[config.mk]
export PLATFORM = sky130hd
export DESIGN_NAME = pll_rst_seq_flat
export DESIGN_NICKNAME = d
export VERILOG_FILES = /design/src/rtl/pll_rst_seq_if.sv /design/src/rtl/pll_rst_seq.sv /design/src/flat_wrapper.sv
export SDC_FILE = /design/constraint.sdc
export NUM_CORES = 1
export LEC_CHECK = 0
export CELL_PAD_IN_SITES_DETAIL_PLACEMENT = 0
export CELL_PAD_IN_SITES_GLOBAL_PLACEMENT = 2
export CORE_UTILIZATION = 35
export CTS_BUF_LIST = sky130_fd_sc_hd__clkbuf_4
export DETAILED_ROUTE_END_ITERATION = 10
export GPL_ROUTABILITY_DRIVEN = 0
export GPL_TIMING_DRIVEN = 0
export PLACE_DENSITY = 0.8
export SETUP_SLACK_MARGIN = 0.4
export SYNTH_ARGS = -nofsm -noshare
export SYNTH_HDL_FRONTEND = slang
export SYNTH_SLANG_ARGS = --single-unit
[constraint.sdc]
create_clock -name clk -period 1.9 [get_ports clk]
set_input_delay 0.38 -clock clk [delete_from_list [all_inputs] [get_ports clk]]
set_output_delay 0.38 -clock clk [all_outputs]
set_load 0.01 [all_outputs]
[src/rtl/pll_rst_seq_if.sv]
// Signal bundle between the PLL reset sequencer and its environment.
// The sequencer takes the slave view and the surrounding logic takes the master view.
interface pll_rst_seq_if;
    logic pll_locked;
    logic soft_rst;
    logic lock_lost_clr;
    logic periph_rst_n;
    logic core_rst_n;
    logic ready;
    logic lock_lost;

    modport master (
        output pll_locked, soft_rst, lock_lost_clr,
        input  periph_rst_n, core_rst_n, ready, lock_lost
    );

    modport slave (
        input  pll_locked, soft_rst, lock_lost_clr,
        output periph_rst_n, core_rst_n, ready, lock_lost
    );
endinterface

[src/rtl/pll_rst_seq.sv]
// Staged reset release after the PLL has stayed locked for a programmed time.
// Runs on the free-running oscillator so that a loss of lock is still seen.
module pll_rst_seq #(
    parameter int unsigned SYNC_STAGES    = 2,
    parameter int unsigned LOCK_CYCLES    = 16,
    parameter int unsigned STAGGER_CYCLES = 4
) (
    input  logic          clk,
    input  logic          rst_n,
    pll_rst_seq_if.slave  bus
);
    localparam int unsigned MAX_CYCLES = (LOCK_CYCLES > STAGGER_CYCLES) ? LOCK_CYCLES : STAGGER_CYCLES;
    localparam int unsigned CW         = $clog2(MAX_CYCLES + 1);
    localparam logic [CW-1:0] LOCK_LAST = CW'(LOCK_CYCLES - 1);
    localparam logic [CW-1:0] STAG_LAST = CW'(STAGGER_CYCLES - 1);

    typedef enum logic [1:0] {WAIT_LOCK, STABLE, PERIPH, RUN} state_t;

    state_t                 state_q, state_d;
    logic [CW-1:0]          cnt_q, cnt_d;
    logic [SYNC_STAGES-1:0] sync_q;
    logic                   locked_s;
    logic                   abort;
    logic                   periph_q, periph_d;
    logic                   core_q, core_d;
    logic                   ready_q, ready_d;
    logic                   lost_q, lost_d;

    assign locked_s = sync_q[SYNC_STAGES-1];
    assign abort    = !locked_s || bus.soft_rst;

    // Synchronizer, state, counter and every output are flops on the same edge.
    always_ff @(posedge clk or negedge rst_n) begin
        if (!rst_n) begin
            sync_q   <= '0;
            state_q  <= WAIT_LOCK;
            cnt_q    <= '0;
            periph_q <= 1'b0;
            core_q   <= 1'b0;
            ready_q  <= 1'b0;
            lost_q   <= 1'b0;
        end else begin
            sync_q   <= {sync_q[SYNC_STAGES-2:0], bus.pll_locked};
            state_q  <= state_d;
            cnt_q    <= cnt_d;
            periph_q <= periph_d;
            core_q   <= core_d;
            ready_q  <= ready_d;
            lost_q   <= lost_d;
        end
    end

    always_comb begin
        state_d = state_q;
        cnt_d   = '0;
        unique case (state_q)
            WAIT_LOCK: begin
                if (locked_s && !bus.soft_rst) state_d = STABLE;
            end
            STABLE: begin
                if (abort)                   state_d = WAIT_LOCK;
                else if (cnt_q == LOCK_LAST) state_d = PERIPH;
                else                         cnt_d   = cnt_q + CW'(1);
            end
            PERIPH: begin
                if (abort)                   state_d = WAIT_LOCK;
                else if (cnt_q == STAG_LAST) state_d = RUN;
                else                         cnt_d   = cnt_q + CW'(1);
            end
            RUN: begin
                if (abort) state_d = WAIT_LOCK;
            end
            default: state_d = WAIT_LOCK;
        endcase
    end

    // Output levels follow the state being entered, so they register on the transition edge.
    always_comb begin
        periph_d = (state_d == PERIPH) || (state_d == RUN);
        core_d   = (state_d == RUN);
        ready_d  = (state_d == RUN);
        lost_d   = lost_q;
        if (bus.lock_lost_clr) lost_d = 1'b0;
        if (!locked_s && ((state_q == PERIPH) || (state_q == RUN))) lost_d = 1'b1;
    end

    assign bus.periph_rst_n = periph_q;
    assign bus.core_rst_n   = core_q;
    assign bus.ready        = ready_q;
    assign bus.lock_lost    = lost_q;
endmodule

[src/flat_wrapper.sv]
// flat-port wrapper written by rule: the top's interface ports become plain ports
module pll_rst_seq_flat 
#(
    parameter int unsigned SYNC_STAGES    = 2,
    parameter int unsigned LOCK_CYCLES    = 16,
    parameter int unsigned STAGGER_CYCLES = 4
)
  (clk, rst_n, bus_pll_locked, bus_soft_rst, bus_lock_lost_clr, bus_periph_rst_n, bus_core_rst_n, bus_ready, bus_lock_lost);
  pll_rst_seq_if bus_i ();
  input  logic clk;
  input  logic rst_n;
  input wire logic [$bits(bus_i.pll_locked)-1:0] bus_pll_locked;
  input wire logic [$bits(bus_i.soft_rst)-1:0] bus_soft_rst;
  input wire logic [$bits(bus_i.lock_lost_clr)-1:0] bus_lock_lost_clr;
  output wire logic [$bits(bus_i.periph_rst_n)-1:0] bus_periph_rst_n;
  output wire logic [$bits(bus_i.core_rst_n)-1:0] bus_core_rst_n;
  output wire logic [$bits(bus_i.ready)-1:0] bus_ready;
  output wire logic [$bits(bus_i.lock_lost)-1:0] bus_lock_lost;
  assign bus_i.pll_locked = bus_pll_locked;
  assign bus_i.soft_rst = bus_soft_rst;
  assign bus_i.lock_lost_clr = bus_lock_lost_clr;
  assign bus_periph_rst_n = bus_i.periph_rst_n;
  assign bus_core_rst_n = bus_i.core_rst_n;
  assign bus_ready = bus_i.ready;
  assign bus_lock_lost = bus_i.lock_lost;
  pll_rst_seq #(.SYNC_STAGES(SYNC_STAGES), .LOCK_CYCLES(LOCK_CYCLES), .STAGGER_CYCLES(STAGGER_CYCLES)) u_core (.clk(clk), .rst_n(rst_n), .bus(bus_i));
endmodule
* Yosys cells after proc, flatten, opt, wreduce, memory -nomap -nowiden
Index checks and enable logic that the tools add are counted.
** Word-level totals
- Register bits after elaboration :: 12
- Latch bits :: 0
- RAM bits :: 0
- ROM bits :: 0
- Input bits :: 5
- Logic and storage cells :: 37
- Memories :: 0
** Cells by class
- Add/subtract/negate cells :: 1
- $mul :: 0
- Divide/modulo/power cells :: 0
- $lt $le $gt $ge :: 0
- Eq/ne operators :: 7
- Shift operators :: 0
- Muxes and demuxes :: 14
- Bitwise operators :: 0
- Reductions and logical operators :: 9
** Operators with widths (number)
- 5-bit 2-to-1 mux :: 4
- 2-bit 2-to-1 mux :: 6
- 5-bit one-hot mux with 2 select lines :: 1
- 2-bit == test (second input constant) :: 4
- 2-bit one-hot mux with 4 select lines :: 1
- 5-bit by 1-bit adder with 5-bit output (second input constant) :: 1
- 5-bit by 2-bit == test with 1-bit output (second input constant) :: 1
- 5-bit by 4-bit == test with 1-bit output (second input constant) :: 1
- 1-bit logical OR :: 3
- 2-bit by 1-bit == test with 1-bit output (second input constant) :: 1
- 1-bit logical AND :: 2
- 1-bit zero test :: 2
- 2-bit zero test :: 1
- 1-bit 2-to-1 mux :: 2
- 2-bit nonzero test :: 1

* Depth between registers and ports, before layout
Gate-level depths: netlist (run 1).
- Depth after elaboration :: 6
- Gate-level depth with buffers :: 8
- Gate-level depth less buffers :: 8

* Least setup slack after synthesis (run 1)
OpenSTA, ideal clock, no wires.
- Kind :: register to register
- Start :: reg u_core.cnt_q[0]
- End :: reg u_core.core_q, in the netlist u_core.bus.core_rst_n
- Library setup time :: 0.131 ns
- Arrival time :: 1.415 ns
- Required time :: 1.769 ns
- Setup slack :: 0.354 ns
- Cell stages (with the launch flop) :: 8
- Buffers on the path :: 0
- Cell sequence :: dfrtp_1 > ha_1 > nand3_1 > inv_1 > ha_1 > a221oi_2 > o31ai_2 > a21boi_1
** Between the ends
- Cells in the longest elaborated chain, start to end :: 5
- Elaborated cells on any way between the ends :: 8
** Ends and longest elaborated chain
- start, declared :: line pll_rst_seq.sv:20 : logic [CW-1:0] cnt_q, cnt_d;
- start signal, assigned :: line pll_rst_seq.sv:45 : cnt_q <= cnt_d;
- 5-bit by 2-bit == test with 1-bit output or 5-bit by 4-bit == test with 1-bit output (tied branches) :: line pll_rst_seq.sv:67, pll_rst_seq.sv:62
- 2-bit 2-to-1 mux (on tied branches) :: line pll_rst_seq.sv:67, pll_rst_seq.sv:62
- 2-bit 2-to-1 mux (on tied branches) :: line pll_rst_seq.sv:66, pll_rst_seq.sv:61
- 2-bit one-hot mux with 4 select lines (*) :: line pll_rst_seq.sv:56 : unique case (state_q)
- via u_core.state_d[1] :: line pll_rst_seq.sv:19 : state_t state_q, state_d;
- 2-bit == test (*) :: line pll_rst_seq.sv:80 : core_d = (state_d == RUN);
- via u_core.core_d :: line pll_rst_seq.sv:25 : logic core_q, core_d;
- end signal, assigned :: line pll_rst_seq.sv:47 : core_q <= core_d;
- end, declared :: line pll_rst_seq.sv:25
Mark *: on every way through the listed nets, which the timed path passes. The rest lies on a longest branch.
A chain may end at the register's enable or synchronous reset.

* Final worst setup path (run 1)
- Start :: reg u_core.state_q[0]
- End :: reg u_core.core_q, in the netlist u_core.bus.core_rst_n
** Between the ends
- Elaborated cells on any way between the ends :: 12
** RTL lines
- start, declared :: line pll_rst_seq.sv:19
- start signal, assigned :: line pll_rst_seq.sv:44 : state_q <= state_d;
- 2-bit == test (tied with other cells) :: line pll_rst_seq.sv:56
- 2-bit one-hot mux with 4 select lines (*) :: line pll_rst_seq.sv:56
- via u_core.state_d[1] :: line pll_rst_seq.sv:19
- 2-bit == test (*) :: line pll_rst_seq.sv:80
- via u_core.core_d :: line pll_rst_seq.sv:25
Marked as above.

==> run summary, run 1 <==
Status = complete, no violations
Fill count = 149
Register-to-Register Path Depth = 6
GRT met1 Usage = 18.28%
Routed length per instance = 10.78 um
Reg clk slew, reported paths = 70 ps
Commonest non-fill, non-tap cell in the layout = dfrtp_1
Seq/Total Area, Yosys = 48.00%
First-pass GRT wire length = 1.807 mm
IO Count = 9
# diodes = 0
Layout Skew = 4.837 ps
Maxcap violations = 0
Clock latency on the worst-skew pair = 260 ps
Worst-Margin Slew = 519.4 ps
Drt drc = 0
Vias in the first global route = 407
Leak pwr = 0.3567 nW
Pwr Density = 722.0 mW/mm2
Slew margin rel. = 65.27%
H-tree depth = 1
Hold Path End = u_core.sync_q[1]
Clock tree buffer depth = 2
Initial antenna violation count = 0
R2R Path End = u_core.bus.core_rst_n
Worst Path Required = 2050 ps
First drt pass iteration count = 4
Final WL = 1.003 mm
Critical path peak fanout = 3
Worst Setup End Kind = register
Starting Density = 39.25%
Die Footprint = 0.001960 mm2
Largest net degree at the start of global routing = 13
Clock Root Buffer = clkbuf_4
PortBufs = 8
Syn Inst Count = 56
Final ANT Viol Nets = 0
Grt peak-use layer = met1
Post-synth cell types = 23
Count of final setup violators = 0
Tot GR Track Use = 13.61%
Grt ovf = 0
Synthesis Warnings = 0
Vert. Die Dim = 44.28 um
Fmax = 633.0 MHz
Min-Delay Path Class = register to register
Drt first-iter violations = 3
Final Hold Fails = 0
Crit path kind = register to register
Hpwl dp = 756.4 um
Peak VDD IR = 0.3520 mV
GR Util met3 = 3.673%
Core area = 0.001594 mm2
Grt met2 use = 17.35%
Pins Over Slew Limit = 0
Via Count = 416
Post-synthesis register bit count = 12
R2R setup slack = 320 ps
Synth Net Count = 68
Minimum clock period = 1580 ps
Cell Rows = 14
Nets = 82
Commonest non-fill, non-tap cells in the layout = 11 x dfrtp_1, 6 x nor2_1, 5 x ha_4
# clock sinks = 12
Critical path origin = u_core.state_q[0]
Layout cells sized above 1 = 28.99%
Crit share post-route = 83.14%
Hold Path Depth = 0
Unrepaired setup endpoints after global routing = yes
Final Core Density = 53.69%
Syn avg cell area = 11.17 um2
Setup TNS = 0 ps
Worst EP arrival = 1730 ps
Area growth, synth to finish = 36.80%
Hold Crit Start = u_core.sync_q[0]
Startpoint types = register
Synthesized cell area = 625.6 um2
Total CTS buffers = 3
DIE WIDTH = 44.28 um
Drt via density = 4.473
CTS tree = yes
Worst reg2reg path startpoint = u_core.state_q[0]
## routing by layer
layer / vias up / wire length (um)
met5: - / 0
met4: 0 / 17
met3: 2 / 20
met2: 5 / 435
met1: 192 / 529
li1: 217 / -
## stage by stage
stage / hold slack [ps] / power [W] / setup slack, ps / instances / instance area (um2)
finish: 350.1 / 0.0006179 / 320.3 / 93 / 855.8
global route: 361.6 / 0.0006704 / 271.2 / 93 / 855.8
CTS: 350.2 / 0.0005999 / 286.7 / 93 / 810.8
detailed placement: 338.6 / 0.0004029 / 279.8 / 88 / 750.7
global placement: 344.9 / 0.0004041 / 260.2 / 88 / 750.7
floorplan: 84.41 / 0.0003692 / 408.1 / 56 / 640.6
## cell usage after synthesis
library cell  number  area share, %
a21boi_1           1            1.2
a21o_1             1            1.2
a21o_2             1            1.4
a21oi_1            1           0.80
a221oi_2           1            2.4
a2bb2oi_1          1            1.4
buf_4              1            1.2
dfrtp_1           12             48
ha_1               7             14
inv_1              6            3.6
nand2_1            3            1.8
nand2b_1           3            3.0
nand3_1            3            2.4
nor2_1             6            3.6
nor2b_1            1            1.0
nor4b_4            1            3.8
o21ai_0            1           0.80
o22ai_1            1            1.0
o31a_1             1            1.4
o31ai_1            1            1.2
o31ai_2            1            2.0
xnor2_1            1            1.4
xor2_1             1            1.4
## worst max-delay path by stage
stage / endpoint / slack, ps / cells past startpoint
final: u_core.bus.core_rst_n / 320 / 6
after global routing: u_core.bus.core_rst_n / 270 / 6
after CTS: u_core.bus.core_rst_n / 290 / 6
after detailed placement: u_core.bus.core_rst_n / 280 / 6
after global placement: u_core.bus.core_rst_n / 260 / 6
after floorplan: u_core.bus.core_rst_n / 410 / 6
## critical path: stages (launching register included)
cell and delay [ps]:
dfrtp_1 410, buf_6 140, ha_4 150, o31a_1 300
a221oi_4 230, o31ai_2 100, a21boi_1 130
## cell type report
type	count	area, um2	share of cell area (%)
plain buffers	1	7.507	0.8772
clock buffers	3	22.52	2.632
clock inverters	1	3.754	0.4386
inverters	6	22.52	2.632
multi-input cells	37	381.6	44.59
flip-flops and latches	12	301.5	35.23
well taps	24	30.03	3.509
repair buffers	9	86.33	10.09
## flip-flops by register name, indices dropped and copies added (netlist names)
signal,count
u_core.cnt_q,5
u_core.bus.core_rst_n,1
u_core.sync_q,2
u_core.bus.lock_lost,1
u_core.bus.periph_rst_n,1
u_core.state_q,2
## logic make-up (layout without fill, tap and decap cells)
logic type | count (synthesis) | after routing | synth area share [%]
flip-flops | 12 | 12 | 48.00
XOR/XNOR | 2 | 2 | 2.801
AO/OA/AOI/OAI | 11 | 11 | 14.80
AND/OR/NAND/NOR | 17 | 17 | 15.60
adder cells (fa/ha/maj) | 7 | 7 | 14.00
buffers and inverters | 7 | 20 | 4.800
## what timing repair did
item | 4_1_cts | 5_1_grt
hold buffers | 0 | 0
setup endpoints to repair | 7 | 8
pin swaps | 1 | 4
gates resized for setup | 9 | 9
setup buffers | 1 | 0
## report_power, final
part | switching (W) | total, W | internal, W
logic | 0.0000963 | 0.000180 | 0.0000841
clock network | 0.0000779 | 0.000154 | 0.0000758
registers | 0.0000141 | 0.000284 | 0.000270
total | 0.000188 | 0.000618 | 0.000430
Power figures use the tool's default switching activity.
==> run 2: changes to the inputs <==
==> constraint.sdc (replaced) <==
create_clock -name clk -period 1.58 [get_ports clk]
set_input_delay 0.316 -clock clk [delete_from_list [all_inputs] [get_ports clk]]
set_output_delay 0.316 -clock clk [all_outputs]
set_load 0.01 [all_outputs]
==> run 2 against run 1 <==
Flip-flop and latch count unchanged. Final cell count up 9.7%. First-iteration DRC count up 67%. Largest cell class unchanged.
==> run summary, run 2 (synthesis results as in run 1) <==
Placed insts = 88 (unchanged)
Hold buffers post-CTS = 0 (unchanged)
Pwr Density = 837.6 mW/mm2 (+16%)
Grt peak-use layer = met2
Vert. Die Dim = 44.28 um (unchanged)
Top flop regs = u_core.cnt_q (5), u_core.state_q (2), u_core.sync_q (2)
# diodes = 0 (unchanged)
Grt ovf = 0 (unchanged)
Layout Skew = 11.58 ps (+6.742 ps)
Leak pwr = 0.3929 nW (+10%)
CTS tree = yes
Crit share post-route = 99.11% (+16 points)
Hold_ws = 351.8 ps (+1.693 ps)
Critical path peak fanout = 5 (+2)
Unrepaired setup endpoints after global routing = yes
H-tree depth = 1 (unchanged)
Die Footprint = 0.001960 mm2 (unchanged)
Initial antenna violation count = 0 (unchanged)
DIE WIDTH = 44.28 um (unchanged)
GRT met1 Usage = 19.69% (+1.4 points)
Post-Layout Cell Count = 102 (+9.7%)
First-pass GRT wire length = 1.932 mm (+6.9%)
Tot GR Track Use = 14.24% (+0.62 points)
Final ANT Viol Nets = 0 (unchanged)
Commonest non-fill, non-tap cells in the layout = 10 x buf_4, 10 x dfrtp_1, 5 x nor2_1, 5 x ha_4, 4 x clkdlybuf4s50_1
Power Internal = 0.0005363 W (+25%)
Reg clk slew, reported paths = 80 ps (about the same)
Total CTS buffers = 3 (unchanged)
Crit path kind = register to register
Hpwl dp = 785.9 um (+3.9%)
Worst EP arrival = 1710 ps (-20 ps)
Via Count = 451 (+8.4%)
Total design power = 0.0007850 W (+27%)
Layout cells sized above 1 = 48.72% (+20 points)
Fmax = 638.6 MHz (+0.88%)
Final WL = 1.228 mm (+22%)
Drt via density = 4.422 (-1.2%)
Top reg by flops = u_core.cnt_q
Cell Rows = 14 (unchanged)
Final Hold Fails = 0 (unchanged)
Count of final setup violators = 0 (unchanged)
Combinational Power Share = 30.1% (+0.9 points)
Pins Over Slew Limit = 0 (unchanged)
# clock sinks = 12 (unchanged)
Vias in the first global route = 453 (+11%)
Minimum clock period = 1566 ps (-13.80 ps)
Switching power = 0.0002487 W (+32%)
First drt pass iteration count = 3 (-1)
Hold Path Depth = 0 (unchanged)
Maxcap violations = 0 (unchanged)
Min-Delay Path Class = register to register
Area growth, synth to finish = 49.80%
Slew margin rel. = 65.65% (+0.38 points)
PortBufs = 8 (unchanged)
Peak VDD IR = 0.7737 mV (+120%)
Starting Density = 39.25% (unchanged)
GR Util met3 = 1.224% (-2.4 points)
Status = complete, no violations
Routed length per instance = 12.04 um (+12%)
Worst Path Required = 1720 ps (-330 ps)
Clock Root Buffer = clkbuf_4
Drt first-iter violations = 5 (+2)
Max FFs per register = 5 (unchanged)
Clock tree buffer depth = 2 (unchanged)
Grt met2 use = 20.59% (+3.2 points)
Drt drc = 0 (unchanged)
Net Sw Frac = 31.68% (+1.2 points)
Register-to-Register Path Depth = 5 (-1)
Nets = 91 (+11%)
Clock latency on the worst-skew pair = 270 ps (about the same)
Flop pwr share = 45.8% (about the same)
IO Count = 9 (unchanged)
Clock power frac = 24.1% (-0.8 points)
Worst-Margin Slew = 513.7 ps (-5.684 ps)
Largest net degree at the start of global routing = 13 (unchanged)
Startpoint types = register
Core area = 0.001594 mm2 (unchanged)
Worst Setup End Kind = register
==> run 2: worst paths after layout <==
check	startpoint	to	slack [ps]
min in group asynchronous	rst_n	u_core.cnt_q[4]	380
worst min register to register	u_core.sync_q[0]	u_core.sync_q[1]	350
worst max-delay path	u_core.state_q[1]	u_core.bus.core_rst_n	10
worst min-delay path	u_core.sync_q[0]	u_core.sync_q[1]	350
worst max register to register	u_core.state_q[1]	u_core.bus.core_rst_n	10
max in group asynchronous	rst_n	u_core.state_q[0]	820
==> run 2: power by group through the flow <==
| stage | clock network [W] | logic, W | registers (W) |
|---|---|---|---|
| after floorplan | 0 | 0.000103 | 0.000344 |
| after global routing | 0.000209 | 0.000263 | 0.000361 |
| after detailed placement | 0 | 0.000143 | 0.000347 |
| final | 0.000189 | 0.000237 | 0.000360 |
| after CTS | 0.000197 | 0.000188 | 0.000359 |
| after global placement | 0 | 0.000142 | 0.000347 |
==> run 2: area by class of cell <==
type,instances,area [um2]
buffer,1,11.26
timing repair buffer,18,141.4
inverter,6,22.52
clock inverter,1,3.754
clock buffer,3,22.52
fill,130,656.9
sequential,12,302.8
multi-input combinational,37,402.9
tap,24,30.03
==> run 2: worst max-delay path: stages, from the launching register on <==
cell	delay, ps
dfrtp_2	470
ha_4	190
o31a_1	320
a221oi_4	240
o31ai_2	90
a21boi_1	140
==> run 2: metal layers <==
layer | share of wire, % | vias up
li1 | - | 234
met1 | 49 | 210
met2 | 49 | 5
met3 | 1.2 | 2
met4 | 0.98 | 0
met5 | 0 | -
==> run 2: what timing repair did <==
item	4_1_cts	5_1_grt
endpoints found under the setup margin	13	12
resized for setup	26	5
pin swaps	8	4
buffers inserted	6	4
==> run 2: per-stage QoR <==
stage | worst slack [ps] | util, % | instance area, um2 | setup TNS [ps]
CTS | 35.47 | 55.89 | 890.9 | 0
global route | -50.20 | 58.79 | 937.1 | -97.14
floorplan | 106.7 | - | 658.1 | 0
detailed placement | -24.72 | 48.19 | 768.2 | -24.72
finish | 14.14 | 58.79 | 937.1 | 0
global placement | -47.05 | 48.19 | 768.2 | -47.05
==> run 3: changes to the inputs <==
--- a/config.mk
+++ b/config.mk
@@ -13,6 +13,7 @@
 export GPL_ROUTABILITY_DRIVEN = 0
 export GPL_TIMING_DRIVEN = 0
 export PLACE_DENSITY = 0.8
+export REMOVE_ABC_BUFFERS = 1
 export SETUP_SLACK_MARGIN = 0.4
 export SYNTH_ARGS = -nofsm -noshare
 export SYNTH_HDL_FRONTEND = slang
==> run 3 against run 2 <==
The flow now finishes with violations (negative setup slack). Combinational power increased by 17%. Clock skew decreased by 11 ps. Via count decreased by 0.89%. Non-clock buffer count decreased by 2. Flip-flop and latch count unchanged. Worst setup slack got worse by 38 ps. Clock-buffer cell count unchanged. Core utilization decreased by 0.63 points. Sequential power decreased by 4%. Hold slack improved by 8.8 ps. Global-route usage decreased by 0.87 points. Critical endpoint unchanged.
==> run summary, run 3 (synthesis results as in run 1) <==
Worst EP arrival = 1760 ps (+50 ps)
Post-Place Setup Slack = -102.4 ps (-77.65 ps)
Tot GR Track Use = 13.37% (-0.87 points)
Critical path peak fanout = 3 (-2)
Layout Skew = 0.4567 ps (-11.12 ps)
Reg clk slew, reported paths = 70 ps (about the same)
Drt via density = 4.470 (+1.1%)
Min-Delay Path Class = register to register
Hold Crit Start = u_core.sync_q[0]
Wl on met1 = 599 um (-0.66%)
Initial antenna violation count = 0 (unchanged)
Post-Layout Cell Count = 100 (-2.0%)
Top flop regs = u_core.cnt_q (5), u_core.state_q (2), u_core.sync_q (2)
Final ANT Viol Nets = 0 (unchanged)
DIE WIDTH = 44.28 um (unchanged)
Nets = 89 (-2.2%)
Clock Root Buffer = clkbuf_4
Vias in the first global route = 420 (-7.3%)
Total design power = 0.0008138 W (+3.7%)
Commonest non-fill, non-tap cell in the layout = dfrtp_1
R2R Path End = u_core.bus.core_rst_n
Placed insts = 87 (-1.1%)
Setup ws final = -24.25 ps (-38.38 ps)
Peak VDD IR = 0.5487 mV (-29%)
Starting Density = 39.25% (unchanged)
Critical path origin = u_core.state_q[0]
Via Count = 447 (-0.89%)
First-pass GRT wire length = 1.787 mm (-7.5%)
Clock tree buffer depth = 2 (unchanged)
Drt first-iter violations = 5 (unchanged)
Crit path kind = register to register
Largest net degree at the start of global routing = 13 (unchanged)
Worst Setup End Kind = register
Total CTS buffers = 3 (unchanged)
Crit share post-route = 101.5% (+2.4 points)
Worst reg2reg path startpoint = u_core.state_q[0]
Routed length per instance = 12.10 um (+0.50%)
Wire length on met3 = 23 um (+53%)
CTS tree = yes
H-tree depth = 1 (unchanged)
Leak pwr = 0.3873 nW (-1.4%)
Top reg by flops = u_core.cnt_q
Count of final setup violators = 1 (+1)
Slew margin rel. = 65.19% (-0.45 points)
Die Footprint = 0.001960 mm2 (unchanged)
# clock sinks = 12 (unchanged)
Worst Path Required = 1740 ps (+20 ps)
Max FFs per register = 5 (unchanged)
# diodes = 0 (unchanged)
Vert. Die Dim = 44.28 um (unchanged)
Pins Over Slew Limit = 0 (unchanged)
Drt drc = 0 (unchanged)
Hold Path End = u_core.sync_q[1]
Hpwl dp = 736.2 um (-6.3%)
Max Used Layer = met4
Violated checks = negative setup slack
Met2 routed WL = 579 um (-2.9%)
PortBufs = 8 (unchanged)
Worst-Margin Slew = 520.5 ps (+6.776 ps)
Final Hold Fails = 0 (unchanged)
Fmax = 623.3 MHz (-2.4%)
Layout cells sized above 1 = 50.00% (+1.3 points)
Clock latency on the worst-skew pair = 270 ps (about the same)
R2R setup slack = -20 ps (-40 ps)
IO Count = 9 (unchanged)
Commonest non-fill, non-tap cells in the layout = 11 x dfrtp_1, 6 x buf_4, 5 x nor2_1, 5 x ha_4
Grt ovf = 0 (unchanged)
Startpoint types = register
Area growth, synth to finish = 48.20%
Register-to-Register Path Depth = 6 (+1)
Core area = 0.001594 mm2 (unchanged)
First drt pass iteration count = 3 (unchanged)
Status = finished, violations left
Hold_ws = 360.6 ps (+8.774 ps)
Cell Rows = 14 (unchanged)
Final WL = 1.210 mm (-1.5%)
Maxcap violations = 0 (unchanged)
Hold Path Depth = 0 (unchanged)
Pwr Density = 877.7 mW/mm2 (+4.8%)
Unrepaired setup endpoints after global routing = yes
Minimum clock period = 1604 ps (+38.38 ps)
[run 3: worst max-delay path: stages (launching register included)]
cell and delay, ps:
dfrtp_1 420, buf_6 140, ha_4 150, o31a_1 280
a221oi_2 240, o31ai_2 100, a21boi_2 160
[run 3: how the worst max path moves through the flow]
stage | end | slack [ps] | depth (start not counted)
detailed placement | u_core.bus.core_rst_n | -100 | 7
finish | u_core.bus.core_rst_n | -20 | 6
CTS | u_core.bus.core_rst_n | -3 | 6
global route | u_core.bus.core_rst_n | -90 | 6
global placement | u_core.bus.core_rst_n | -110 | 7
floorplan | u_core.bus.core_rst_n | 30 | 7
[run 3: metrics by stage]
step                setup TNS (ps)  util (%)  area (um2)
finish                      -24.25     58.16       927.1
floorplan                        0         -       618.1
detailed placement          -147.3     45.68       728.2
global placement            -117.3     45.68       728.2
global route                -96.44     58.16       927.1
CTS                         -2.955     53.22       848.3
[run 3: per-layer routing]
metal  vias to the layer above  global-route usage (%)
met4                         0                   10.91
met1                       206                   18.59
li1                        234                       -
met2                         5                   17.94
met5                         -                       0
met3                         2                   2.449
[run 3: final cells by class]
type                            count  area (um2)
Fill cell                         126       666.9
Sequential cell                    12       301.5
Clock buffer                        3       22.52
Multi-Input combinational cell     37       407.9
Tap cell                           24       30.03
Timing Repair Buffer               17       138.9
Clock inverter                      1       3.754
Inverter                            6       22.52
[run 3: report_power, final]
group          total [W]  switching (W)  leakage [nW]  internal (W)
Clock           0.000192       0.000101        0.0154     0.0000913
Combinational   0.000278       0.000145         0.212      0.000133
Sequential      0.000344      0.0000197         0.160      0.000324
Total           0.000814       0.000265         0.387      0.000549
[run 3: repair_timing]
action                     CTS  global route
setup endpoints to repair   14            11
gates cloned                 0             0
hold buffers                 0             0
pin swaps                    4            10
gates resized for setup     28            16
buffers inserted             7             2
